===== src/rtl/retire_rat.sv =====
// Retirement register alias table: records committed arch->phys mappings and
// queues the superseded physical registers in a free FIFO toward the free list.
module retire_rat #(
    parameter int unsigned COMMIT_WIDTH  = 2,
    parameter int unsigned NUM_ARCH_REGS = 32,
    parameter int unsigned NUM_PHYS_REGS = 64,
    parameter int unsigned FREE_DEPTH    = 8,
    localparam int unsigned PW           = $clog2(NUM_PHYS_REGS),
    localparam int unsigned AW           = $clog2(NUM_ARCH_REGS)
) (
    input  logic                                   i_clk,
    input  logic                                   i_rst_n,
    input  logic [COMMIT_WIDTH-1:0]                i_commit_valid,
    input  logic [COMMIT_WIDTH-1:0]                i_commit_has_dest,
    input  logic [COMMIT_WIDTH-1:0][AW-1:0]        i_commit_arch_dst,
    input  logic [COMMIT_WIDTH-1:0][PW-1:0]        i_commit_phys_dst,
    output logic                                   o_commit_ready,
    output logic [COMMIT_WIDTH-1:0]                o_free_valid,
    output logic [COMMIT_WIDTH-1:0][PW-1:0]        o_free_preg,
    input  logic                                   i_free_ready,
    input  logic                                   i_flush,
    output logic                                   o_recover_valid,
    output logic [NUM_ARCH_REGS-1:0][PW-1:0]       o_rrat_map_out
);

    localparam int unsigned CNT_W = $clog2(FREE_DEPTH + 1);
    localparam int unsigned PTR_W = (FREE_DEPTH > 1) ? $clog2(FREE_DEPTH) : 1;

    // Pointer advance modulo FREE_DEPTH; inc never exceeds FREE_DEPTH.
    function automatic logic [PTR_W-1:0] ptr_add(input logic [PTR_W-1:0] ptr,
                                                  input int unsigned    inc);
        int unsigned sum;
        sum = 32'(ptr) + inc;
        if (sum >= FREE_DEPTH) begin
            sum = sum - FREE_DEPTH;
        end
        return sum[PTR_W-1:0];
    endfunction

    logic [NUM_ARCH_REGS-1:0][PW-1:0] r_table;
    logic [NUM_ARCH_REGS-1:0][PW-1:0] w_table_next;
    logic [FREE_DEPTH-1:0][PW-1:0]    r_mem;
    logic [PTR_W-1:0]                 r_head;
    logic [PTR_W-1:0]                 r_tail;
    logic [CNT_W-1:0]                 r_count;
    logic [CNT_W-1:0]                 w_push_cnt;
    logic [CNT_W-1:0]                 w_pop_cnt;
    logic [COMMIT_WIDTH-1:0]          w_fire;
    logic [COMMIT_WIDTH-1:0][PW-1:0]  w_prev;
    logic [COMMIT_WIDTH-1:0][PW-1:0]  w_push_data;
    logic                             w_commit_ready;
    logic                             r_recover;

    // Conservative: space for a full commit group regardless of this cycle's pop.
    assign w_commit_ready = (32'(r_count) + COMMIT_WIDTH) <= FREE_DEPTH;

    always_comb begin
        int unsigned n;
        w_fire       = i_commit_valid & i_commit_has_dest & {COMMIT_WIDTH{w_commit_ready}};
        w_table_next = r_table;
        w_prev       = '0;
        w_push_data  = '0;
        n            = 0;
        for (int i = 0; i < int'(COMMIT_WIDTH); i++) begin
            // Youngest older lane to the same destination overrides the table.
            w_prev[i] = r_table[i_commit_arch_dst[i]];
            for (int j = 0; j < i; j++) begin
                if (w_fire[j] && (i_commit_arch_dst[j] == i_commit_arch_dst[i])) begin
                    w_prev[i] = i_commit_phys_dst[j];
                end
            end
            if (w_fire[i]) begin
                w_table_next[i_commit_arch_dst[i]] = i_commit_phys_dst[i];
                w_push_data[n] = w_prev[i];
                n = n + 1;
            end
        end
        w_push_cnt = CNT_W'(n);
    end

    always_comb begin
        w_pop_cnt = '0;
        if (i_free_ready) begin
            w_pop_cnt = (32'(r_count) > COMMIT_WIDTH) ? CNT_W'(COMMIT_WIDTH) : r_count;
        end
    end

    always_comb begin
        for (int k = 0; k < int'(COMMIT_WIDTH); k++) begin
            o_free_valid[k] = 32'(r_count) > 32'(k);
            o_free_preg[k]  = o_free_valid[k] ? r_mem[ptr_add(r_head, 32'(k))] : '0;
        end
    end

    always_ff @(posedge i_clk or negedge i_rst_n) begin
        if (!i_rst_n) begin
            for (int i = 0; i < int'(NUM_ARCH_REGS); i++) begin
                r_table[i] <= PW'(i);
            end
            r_head    <= '0;
            r_tail    <= '0;
            r_count   <= '0;
            r_recover <= 1'b0;
        end else begin
            r_table   <= w_table_next;
            r_head    <= ptr_add(r_head, 32'(w_pop_cnt));
            r_tail    <= ptr_add(r_tail, 32'(w_push_cnt));
            r_count   <= r_count + w_push_cnt - w_pop_cnt;
            r_recover <= i_flush;
        end
    end

    // Storage is not reset; occupancy is tracked solely by r_count.
    always_ff @(posedge i_clk) begin
        for (int k = 0; k < int'(COMMIT_WIDTH); k++) begin
            if (32'(k) < 32'(w_push_cnt)) begin
                r_mem[ptr_add(r_tail, 32'(k))] <= w_push_data[k];
            end
        end
    end

    assign o_commit_ready  = w_commit_ready;
    assign o_recover_valid = r_recover;
    assign o_rrat_map_out  = r_table;

endmodule


===== config.mk =====
export PLATFORM = sky130hd
export DESIGN_NAME = retire_rat
export DESIGN_NICKNAME = d
export VERILOG_FILES = /design/src/rtl/retire_rat.sv
export SDC_FILE = /design/constraint.sdc
export NUM_CORES = 1
export LEC_CHECK = 0
export BUFFER_PORTS_ARGS = -buffer_cell sky130_fd_sc_hd__buf_2
export CAP_MARGIN = 0
export CORE_AREA = 2 2 187 189
export DETAILED_ROUTE_END_ITERATION = 16
export DIE_AREA = 0 0 189 191
export HOLD_SLACK_MARGIN = 0.12
export PLACE_DENSITY_LB_ADDON = 0.2
export SYNTH_ARGS = -nofsm -noshare
export SYNTH_HDL_FRONTEND = slang
export SYNTH_SLANG_ARGS = --single-unit
export TNS_END_PERCENT = 100

===== constraint.sdc =====
create_clock -name i_clk -period 7.4 [get_ports i_clk]
set_input_delay 0.74 -clock i_clk [delete_from_list [all_inputs] [get_ports i_clk]]
set_output_delay 0.74 -clock i_clk [all_outputs]
set_load 0.01 [all_outputs]

# ---- Yosys cells after proc, flatten, opt, wreduce, memory -nomap -nowiden
# Cells that the tools add are included.
dict set report op_classes {
  n_lt_le_gt_ge 24
  bitwise_logic 2
  add_sub_neg 14
  n_eq_ne 1
  reduce_logical 6
  n_mux 44
}
# cell n
set op_table {}
lappend op_table {{192-bit bitwise mux} 2}
lappend op_table {{192-bit 2-to-1 mux} 2}
lappend op_table {{48-bit bitwise mux} 2}
lappend op_table {{48-bit 2-to-1 mux} 2}
lappend op_table {{6-bit 2-to-1 mux} 13}
lappend op_table {{6-bit binary-select mux with 5-bit select} 2}
lappend op_table {{6-bit demux with 5-bit select} 2}
lappend op_table {{6-bit binary-select mux with 3-bit select} 2}
lappend op_table {{6-bit demux with 3-bit select} 2}
lappend op_table {{32-bit by 1-bit >= comparator with 1-bit output (second input constant)} 1}
lappend op_table {{32-bit by 2-bit < comparator with 1-bit output (second input constant)} 1}
lappend op_table {{3-bit 2-to-1 mux} 8}
lappend op_table {{3-bit by 1-bit subtractor with 3-bit output (second input constant)} 6}
lappend op_table {{3-bit by 4-bit < comparator with 1-bit output (second input constant)} 4}
lappend op_table {{12-bit bitwise mux} 1}
lappend op_table {{5-bit by 6-bit < comparator with 1-bit output (second input constant)} 2}
lappend op_table {{12-bit 2-to-1 mux} 1}
lappend op_table {{4-bit 2-to-1 mux} 3}
lappend op_table {{3-bit by 4-bit adder with 5-bit output} 2}
lappend op_table {{5-bit by 1-bit >= comparator with 1-bit output (second input constant)} 2}
lappend op_table {{5-bit by 4-bit >= comparator with 1-bit output (second input constant)} 2}
lappend op_table {{3-bit by 1-bit adder with 4-bit output (second input constant)} 2}
lappend op_table {{3-bit by 4-bit >= comparator with 1-bit output (second input constant)} 2}
lappend op_table {{4-bit >= comparator (second input constant)} 2}
lappend op_table {{other kinds (14)} 23}
dict set report word_totals {
  input_bits 30
  output_inout_bits 208
  elab_cells 135
  regBits 251
}

# ---- Depth between registers and ports, before layout
# Gate-level depths: netlist of run 1.
dict set report depth {
  word_depth 16
  depth_mapped 14
  ltp_nobuf 12
}

# ---- Least setup slack after synthesis of run 1
# Ideal clock, no wire load.
dict set report synth_path {
  kind {input-to-reg}
  startpoint {in i_commit_arch_dst[5] in the netlist's numbering}
  endpoint {reg r_mem[0] in the netlist's numbering}
  stages 9
  required_time_ns 7.284
  arrival_ns 2.764
  path_slack_ns 4.520
  path_buffers 3
  cell_sequence {buf_2 buf_2 buf_2 mux4_2 nand3_1 nand3_1 nor2_1 nand2_1 a31o_1}
}
dict set report synth_via {
  elab_chain_cells 9
}
# item line
set synth_rtl {}
lappend synth_rtl {{start: declaration} 15} ;# input logic [COMMIT_WIDTH-1:0][AW-1:0] i_commit_arch_dst,
lappend synth_rtl {{6-bit binary-select mux with 5-bit select / 5-bit == test (equally long branches)} {66, 68}}
lappend synth_rtl {{6-bit 2-to-1 mux (not written as such) / 1-bit logical AND (equally long branches)} {66, 68}}
lappend synth_rtl {{6-bit 2-to-1 mux *} 68} ;# if (w_fire[j] && (i_commit_arch_dst[j] == i_commit_arch_dst[i])) begin
lappend synth_rtl {{12-bit bitwise mux *} 74} ;# w_push_data[n] = w_prev[i];
lappend synth_rtl {{12-bit 2-to-1 mux *} 72} ;# if (w_fire[i]) begin
lappend synth_rtl {{48-bit bitwise mux} 117} ;# r_mem[ptr_add(r_tail, 32'(k))] <= w_push_data[k];
lappend synth_rtl {{48-bit 2-to-1 mux} 116} ;# if (32'(k) < 32'(w_push_cnt)) begin
lappend synth_rtl {{48-bit bitwise mux} 117}
lappend synth_rtl {{48-bit 2-to-1 mux *} 116}
lappend synth_rtl {{end signal: indexed assignment} 117}
lappend synth_rtl {{end: declaration} 42} ;# logic [FREE_DEPTH-1:0][PW-1:0] r_mem;
# Mark *: on every way between the ends. The rest lies on a longest branch, timed or not. The select of a mux whose other input is x is not followed.

==> out/results.ini, run 1 <==
[logic_synthesis]
ys_seq_elements = 251
synth_fa_ha_area_share_pct = 1.397
post_synth_and_or_nand_nor_area_fraction_pct = 15.24
syn_nets = 1824
yosys.area.top_type_share_pct = 18.32
synthTopCellsByArea = mux2i_1 (18%), dfrtp_1 (18%), dfstp_2 (12%)
synth_top_family_by_area = multiplexers
syn_area_um2 = 16830
syn_inst = 1777
synthMuxAreaShare_pct = 27.64
synth_cell_types = 68
yosys.area.top_type = mux2i_1
ys.flop_type = dfrtp_1
syn_avg_cell_area_um2 = 9.472
yosysSeqAreaShare_pct = 36.48
synth-xor-area-share_pct = 0.7285
synth-compound-area-share_pct = 14.03
synthArstFlopShare_pct = 80.88
synth_warnings = 0
synth-edff-count = 0

[floorplanning]
fp.dieH_um = 191
core_area_um2 = 34120
start_util_pct = 49.34
die_x_um = 189
dieArea_um2 = 36100
pin_count = 238
row_count = 68

[clock_tree]
htree_levels = 1
cts_tree = done
clock-sinks = 251
clockBufferDepth = 3
cts.clk_slew.worst_paths_ns = 0.06
worstSkewPairLatency_ns = 0.56
hold_buffers = 0
cts-resized-gates = 0
numCtsBuffers = 29
clockRootBuffer = clkbuf_16
post-cts-setup-buffer-count = 0

[hold_path]
hp-class = in2async

[drt]
drc = 0
dr.pass1.iters = 6
drt-initial-drc-count = 2249
wl_per_cell_um = 28.17
ant_nets = 0
vias = 15752
finalWirelength_mm = 66.87
vias_per_cell = 6.635

[pwr]
power.leakage_nw = 8.378
swShare_pct = 42.15
vdd_drop_max_v = 0.0002575
power_density_nw_per_um2 = 396.8
p_seq_share_pct = 41.0
combPwrFrac_pct = 39.5
p_sw_mw = 3.168
p_clk_share_pct = 19.5
internal-power_mw = 4.347

[global_routing]
grt_max_degree = 91
met3_usage_pct = 6.921
gr-max-usage-layer = met2
grt_pass1_vias = 14660
track_usage_pct = 36.32
grt-ovfl-total = 0
use_met2_pct = 56.17
grt_pass1_wl_mm = 98.38
use_met1_pct = 51.09
antenna_found_initial = 2

[layout]
stdcell_count = 2374
layout.nets = 1945
nFillCells = 3090
num_antenna_cells = 0
design_area_um2 = 18940
areaGrowthSynthToFinish_pct = 12.51
drive_gt1_share_pct = 24.08

[sta]
drv_slew = 0
finalCritPeriodShare_pct = 54.43
layout_min_cycle_time_ns = 4.028
rsz0062_at_grt = no
slew_headroom_pct = 17.87
clock_skew_ns = 0.01387
totalNegativeSetupSlack_ns = 0
setup_viol = 0
fmax_mhz = 248.3
hold_violations = 0
worst_pin_slew_ns = 1.221

[setup_path]
crit_start = r_head[1]$_DFF_PN0_
cp_max_fo = 14
worst_ep_arrival_time_ns = 3.29
worstSetupPathType = reg2out
timing.rr.start = r_count[2]$_DFF_PN0_
r2r_cells = 9
regToRegEndpoint = o_rrat_map_out[106]$_DFF_PN1_
required_ns = 6.66
r2r_setup_slack_ns = 3.60
start_kind = register
endpoint_kind = primary output

[placed_design]
place_congestion = 0.9940
placed_area_um2 = 17980
portBuffers = 237
dp.cells = 2322
dp_hpwl_mm = 47.12

[flow_run]
max-cap-violations = 0

[status]
outcome = finished, final reports clean

-- registers in the layout (all words and copies together), names as in the netlist --
register,cells
r_head,3
o_recover_valid,1
r_tail,3
r_mem,48
r_count,4
o_rrat_map_out,192
-- how the worst max path moves through the flow --
stage	slack, ns	endpoint	cells past startpoint
finish	3.37	o_free_preg[7]	5
global placement	3.32	r_mem[37]$_DFF_P_	10
global route	3.25	o_free_preg[7]	5
floorplan	4.52	r_mem[0]$_DFF_P_	9
CTS	3.43	o_free_preg[7]	5
detailed placement	3.30	r_mem[37]$_DFF_P_	10
-- power groups by stage --
stage | registers [mW] | clock network (mW) | logic [mW]
2_1_floorplan | 2.77 | 0 | 1.77
3_3_place_gp | 3.03 | 0 | 2.87
3_5_place_dp | 3.04 | 0 | 2.93
4_1_cts | 3.02 | 1.48 | 2.94
5_1_grt | 3.11 | 1.54 | 3.21
6_report | 3.08 | 1.47 | 2.97
-- placed cells by master (no fill, tap or decap), types with 17 or more instances in the layout --
cell	count
mux2i_1	308
buf_2	234
nand2_1	211
nor2_1	166
dfrtp_1	123
o21ai_0	118
a21oi_1	117
dfstp_2	80
mux4_2	65
dfxtp_1	48
a22oi_1	36
nand3_1	30
clkbuf_16	29
o21ai_1	27
nor3_1	25
o221ai_1	23
or4_1	20
nand2b_1	17
-- critical path, cell delays in order, from the launching register on --
cell and delay, ns:
dfrtp_1 0.86, ha_1 0.29, xor2_1 0.80, mux2i_1 0.48, nor2_1 0.10, buf_2 0.18
-- cell usage after synthesis, types with 6 or more instances --
library cell,number
nand3_1,30
dfrtp_1,123
nand2b_1,17
a31oi_1,8
or3_1,8
clkbuf_1,110
o221ai_1,23
buf_1,9
nor3_1,25
nor3_2,6
buf_2,21
xnor2_1,7
o21ai_0,118
mux2_2,7
a22o_1,6
inv_1,9
nor2b_1,10
mux4_2,65
or4_1,20
dfxtp_1,48
xor2_1,7
nor4bb_1,6
nor2_1,166
a21oi_1,117
nand2_1,211
o211ai_1,9
buf_4,14
dfstp_2,80
mux2i_1,308
ha_1,14
o21ai_1,27
a221oi_1,9
a22oi_1,36
o22ai_1,14
-- cells by family after synthesis --
| logic type | after synthesis |
|---|---|
| flops | 251 |
| simple gates | 548 |
| fa+ha+maj | 17 |
| compound gates | 396 |
| buf+inv | 170 |
| mux | 381 |
| xor+xnor | 14 |
-- layout make-up --
class / instances / area [um^2] / area share, %
well taps: 455 / 569.3 / 3.006
inverters: 11 / 41.29 / 0.2180
repair buffers: 249 / 1290 / 6.812
clock buffers: 43 / 838.3 / 4.427
clock inverters: 9 / 121.4 / 0.6409
multi-input cells: 1356 / 9937 / 52.47
flip-flops and latches: 251 / 6141 / 32.43
-- metal layers --
layer	share of wire, %	wire [um]
met5	0.015	10
met4	3.8	2543
met3	11	7340
met2	45	29940
met1	40	27030
-- stage by stage --
step / worst slack (ns) / power, mW / utilization, % / hold slack, ns
finish: 3.372 / 7.515 / 55.51 / 0.2190
CTS: 3.429 / 7.442 / 55.51 / 0.2560
global placement: 3.320 / 5.893 / 52.70 / 0.4985
global route: 3.249 / 7.853 / 55.51 / 0.2826
detailed placement: 3.303 / 5.968 / 52.70 / 0.5111
floorplan: 4.520 / 4.534 / - / 0.4444
Power figures use the tool's default switching activity.
==> inputs of run 2 (changes only) <==
--- a/config.mk
+++ b/config.mk
@@ -5,11 +5,12 @@
 export SDC_FILE = /design/constraint.sdc
 export NUM_CORES = 1
 export LEC_CHECK = 0
+export ABC_AREA = 1
 export BUFFER_PORTS_ARGS = -buffer_cell sky130_fd_sc_hd__buf_2
 export CAP_MARGIN = 0
-export CORE_AREA = 2 2 187 189
+export CORE_AREA = 2 2 192 194
 export DETAILED_ROUTE_END_ITERATION = 16
-export DIE_AREA = 0 0 189 191
+export DIE_AREA = 0 0 194 196
 export HOLD_SLACK_MARGIN = 0.12
 export PLACE_DENSITY_LB_ADDON = 0.2
 export SYNTH_ARGS = -nofsm -noshare
==> constraint.sdc (replaced) <==
create_clock -name i_clk -period 3.4 [get_ports i_clk]
set_input_delay 0.34 -clock i_clk [delete_from_list [all_inputs] [get_ports i_clk]]
set_output_delay 0.34 -clock i_clk [all_outputs]
set_load 0.01 [all_outputs]
==> run 2 against run 1 <==
  * Clock skew down 0.0022 ns
  * Hold slack got worse by 0.068 ns
  * Flip-flop and latch count unchanged
  * Area after synthesis rose by 5.7%
  * Clock power up 110%
  * Sequential share of layout area decreased by 2.0 points
  * Via count rose by 33%
  * Total power rose by 130%
  * Sequential power is 110% higher
  * Die area is 5.3% higher
  * Combinational power grew to 2.6 times the previous value
  * Count of clock-buffer cells in the layout shrank 4
  * Largest cell class unchanged
==> out/results.ini, run 2 <==
[status]
outcome = finished, final reports clean

[layout]
design_area_um2 = 20210  ; +6.7%
final_cell_mix = nand2_1 (990), a21oi_1 (358), o21ai_0 (284), inv_1 (250), buf_2 (235)
areaGrowthSynthToFinish_pct = 13.64
drive_gt1_share_pct = 16.22  ; -7.9 points
largest_reg_flops = 192  ; unchanged
layout.nets = 3002  ; +54%
mostFrequentLayoutCell = nand2_1

[setup_path]
worstSetupPathType = reg2out
endpoint_kind = primary output
cp_max_fo = 18  ; +4
worst_ep_arrival_time_ns = 2.80  ; -0.49 ns
start_kind = register
required_ns = 3.06  ; -3.60 ns
r2r_setup_slack_ns = 0.32  ; -3.28 ns

[logic_synthesis]
yosysMostFrequentCell = nand2_1
syn_inst = 2816  ; +58%
synthTopCellsByArea = nand2_1 (21%), dfrtp_1 (17%), dfstp_2 (12%)
synthArstFlopShare_pct = 80.88  ; unchanged
ys.flop_type = dfrtp_1
syn_nets = 2863  ; +57%
ys_seq_elements = 251  ; unchanged
syn_avg_cell_area_um2 = 6.316  ; -33%
synth_common_cells = nand2_1 (990), a21oi_1 (358), o21ai_0 (284), inv_1 (256), o22ai_1 (192)
yosysSeqAreaShare_pct = 34.53  ; -2.0 points
synth_cell_types = 38  ; -44%
syn_area_um2 = 17780  ; +5.7%
synth-edff-count = 0  ; unchanged
synth_warnings = 0  ; unchanged
yosys.area.top_type = nand2_1
yosys.area.top_type_share_pct = 20.89  ; +2.6 points

[placed_design]
portBuffers = 237  ; unchanged
detailedPlace.worstSlack_ns = 0.4620  ; -2.841 ns
place_congestion = 0.9819  ; -1.2%
dp_hpwl_mm = 51.46  ; +9.2%
placed_area_um2 = 19240  ; +7.0%

[hold_path]
hp-class = in2reg

[global_routing]
grt_pass1_vias = 18879  ; +29%
track_usage_pct = 38.06  ; +1.7 points
grt_pass1_wl_mm = 113.6  ; +15%
grt-ovfl-total = 0  ; unchanged
antenna_found_initial = 7  ; +5
grt_max_degree = 96  ; +5.5%

[floorplanning]
core_area_um2 = 36080  ; +5.8%
pin_count = 238  ; unchanged
dieArea_um2 = 38020  ; +5.3%
die_x_um = 194  ; +2.6%
start_util_pct = 49.29  ; -0.051 points
fp.dieH_um = 196  ; +2.6%
row_count = 70  ; +2.9%

[clock_tree]
clockRootBuffer = clkbuf_16
worstSkewPairLatency_ns = 0.58  ; +0.02 ns
cts.clk_slew.worst_paths_ns = 0.06  ; about the same
post-cts-setup-buffer-count = 0  ; unchanged
hold_buffers = 2  ; +2
numCtsBuffers = 28  ; -3.4%
cts_tree = done
clockBufferDepth = 3  ; unchanged
cts-resized-gates = 0  ; unchanged
htree_levels = 1  ; unchanged
clock-sinks = 251  ; unchanged

[pwr]
internal-power_mw = 9.273  ; +110%
vdd_drop_max_v = 0.0005428  ; +110%
swShare_pct = 46.06  ; +3.9 points
power.leakage_nw = 10.04  ; +20%
power_density_nw_per_um2 = 850.5  ; +110%
p_sw_mw = 7.917  ; +150%
combPwrFrac_pct = 44.7  ; +5.2 points
p_seq_share_pct = 36.9  ; -4.1 points
p_clk_share_pct = 18.4  ; -1.1 points

[flow_run]
max-cap-violations = 0  ; unchanged

[sta]
fmax_mhz = 318.9
totalNegativeSetupSlack_ns = 0  ; unchanged
slew_headroom_pct = 26.92  ; +9.1 points
fin_ws_ns = 0.2642  ; -3.108 ns
worst_pin_slew_ns = 1.096  ; -0.1246 ns
finalCritPeriodShare_pct = 92.23
layout_min_cycle_time_ns = 3.136
rsz0062_at_grt = no
clock_skew_ns = 0.01163  ; -0.002236 ns
drv_slew = 0  ; unchanged
setup_viol = 0  ; unchanged
hold_violations = 0  ; unchanged

[drt]
ant_nets = 0  ; unchanged
drc = 0  ; unchanged
vias_per_cell = 6.051  ; -8.8%
drt-initial-drc-count = 2510  ; +12%
dr.pass1.iters = 5  ; -1
wl_per_cell_um = 21.60  ; -23%
finalWirelength_mm = 74.53  ; +11%
vias = 20877  ; +33%

[run 2: layout make-up]
type | count | area [um^2]
multi-input combinational | 2104 | 9798
timing repair buffer | 299 | 1718
clock buffer | 39 | 813.3
tap | 468 | 585.6
sequential | 251 | 6141
fill | 3664 | 15870
antenna | 5 | 12.51
clock inverter | 13 | 125.1
inverter | 271 | 1017
[run 2: worst max-delay path, cell delays in order, from the launching register on]
cell	delay [ns]
dfrtp_1	0.78
ha_1	0.37
inv_1	0.22
o21ai_0	0.16
o221a_2	0.31
a311oi_1	0.21
buf_2	0.18
[run 2: path summary, 6_finish.rpt]
check | startpoint | end | cells after the start
worst max-delay path | r_head[1]$_DFF_PN0_ | o_free_preg[11] | 6
min in group asynchronous | i_rst_n | o_rrat_map_out[105]$_DFF_PN0_ | 2
worst min register to register | r_mem[27]$_DFF_P_ | r_mem[27]$_DFF_P_ | 2
worst max register to register | r_count[2]$_DFF_PN0_ | r_mem[31]$_DFF_P_ | 14
max in group asynchronous | i_rst_n | o_rrat_map_out[57]$_DFF_PN1_ | 3
worst min-delay path | i_free_ready | r_head[2]$_DFF_PN0_ | 3
[run 2: stage by stage]
stage / util, % / total power [mW] / cells / hold WS (ns)
floorplan: - / 10.45 / 2816 / 0.04441
detailed placement: 53.32 / 13.81 / 3391 / 0.2293
CTS: 55.97 / 16.99 / 3445 / 0.1432
global route: 56.01 / 18.25 / 3450 / 0.1645
global placement: 53.32 / 13.65 / 3391 / 0.2331
finish: 56.01 / 17.19 / 3450 / 0.1514
[run 2: power by group through the flow]
stage | logic [mW] | registers (mW) | clock network (mW)
2_1_floorplan | 4.41 | 6.04 | 0
3_3_place_gp | 7.38 | 6.27 | 0
3_5_place_dp | 7.53 | 6.28 | 0
4_1_cts | 7.58 | 6.24 | 3.17
5_1_grt | 8.52 | 6.44 | 3.29
6_report | 7.69 | 6.35 | 3.16
[run 2: metal layers]
layer / wire length (um) / global-route usage (%) / up-vias / part of all wire (%)
li1: - / - / 9513 / -
met5: 0 / 0 / - / 0
met2: 32250 / 57.56 / 1376 / 43
met4: 3549 / 17.34 / 0 / 4.8
met1: 30240 / 53.05 / 9742 / 41
met3: 8481 / 6.980 / 246 / 11
[run 2: kinds of logic after synthesis]
group	share of synthesized area [%]
fa+ha+maj	1.323
buf+inv	10.50
simple gates	26.80
compound gates	26.45
xor+xnor	0.3940
flops	34.53
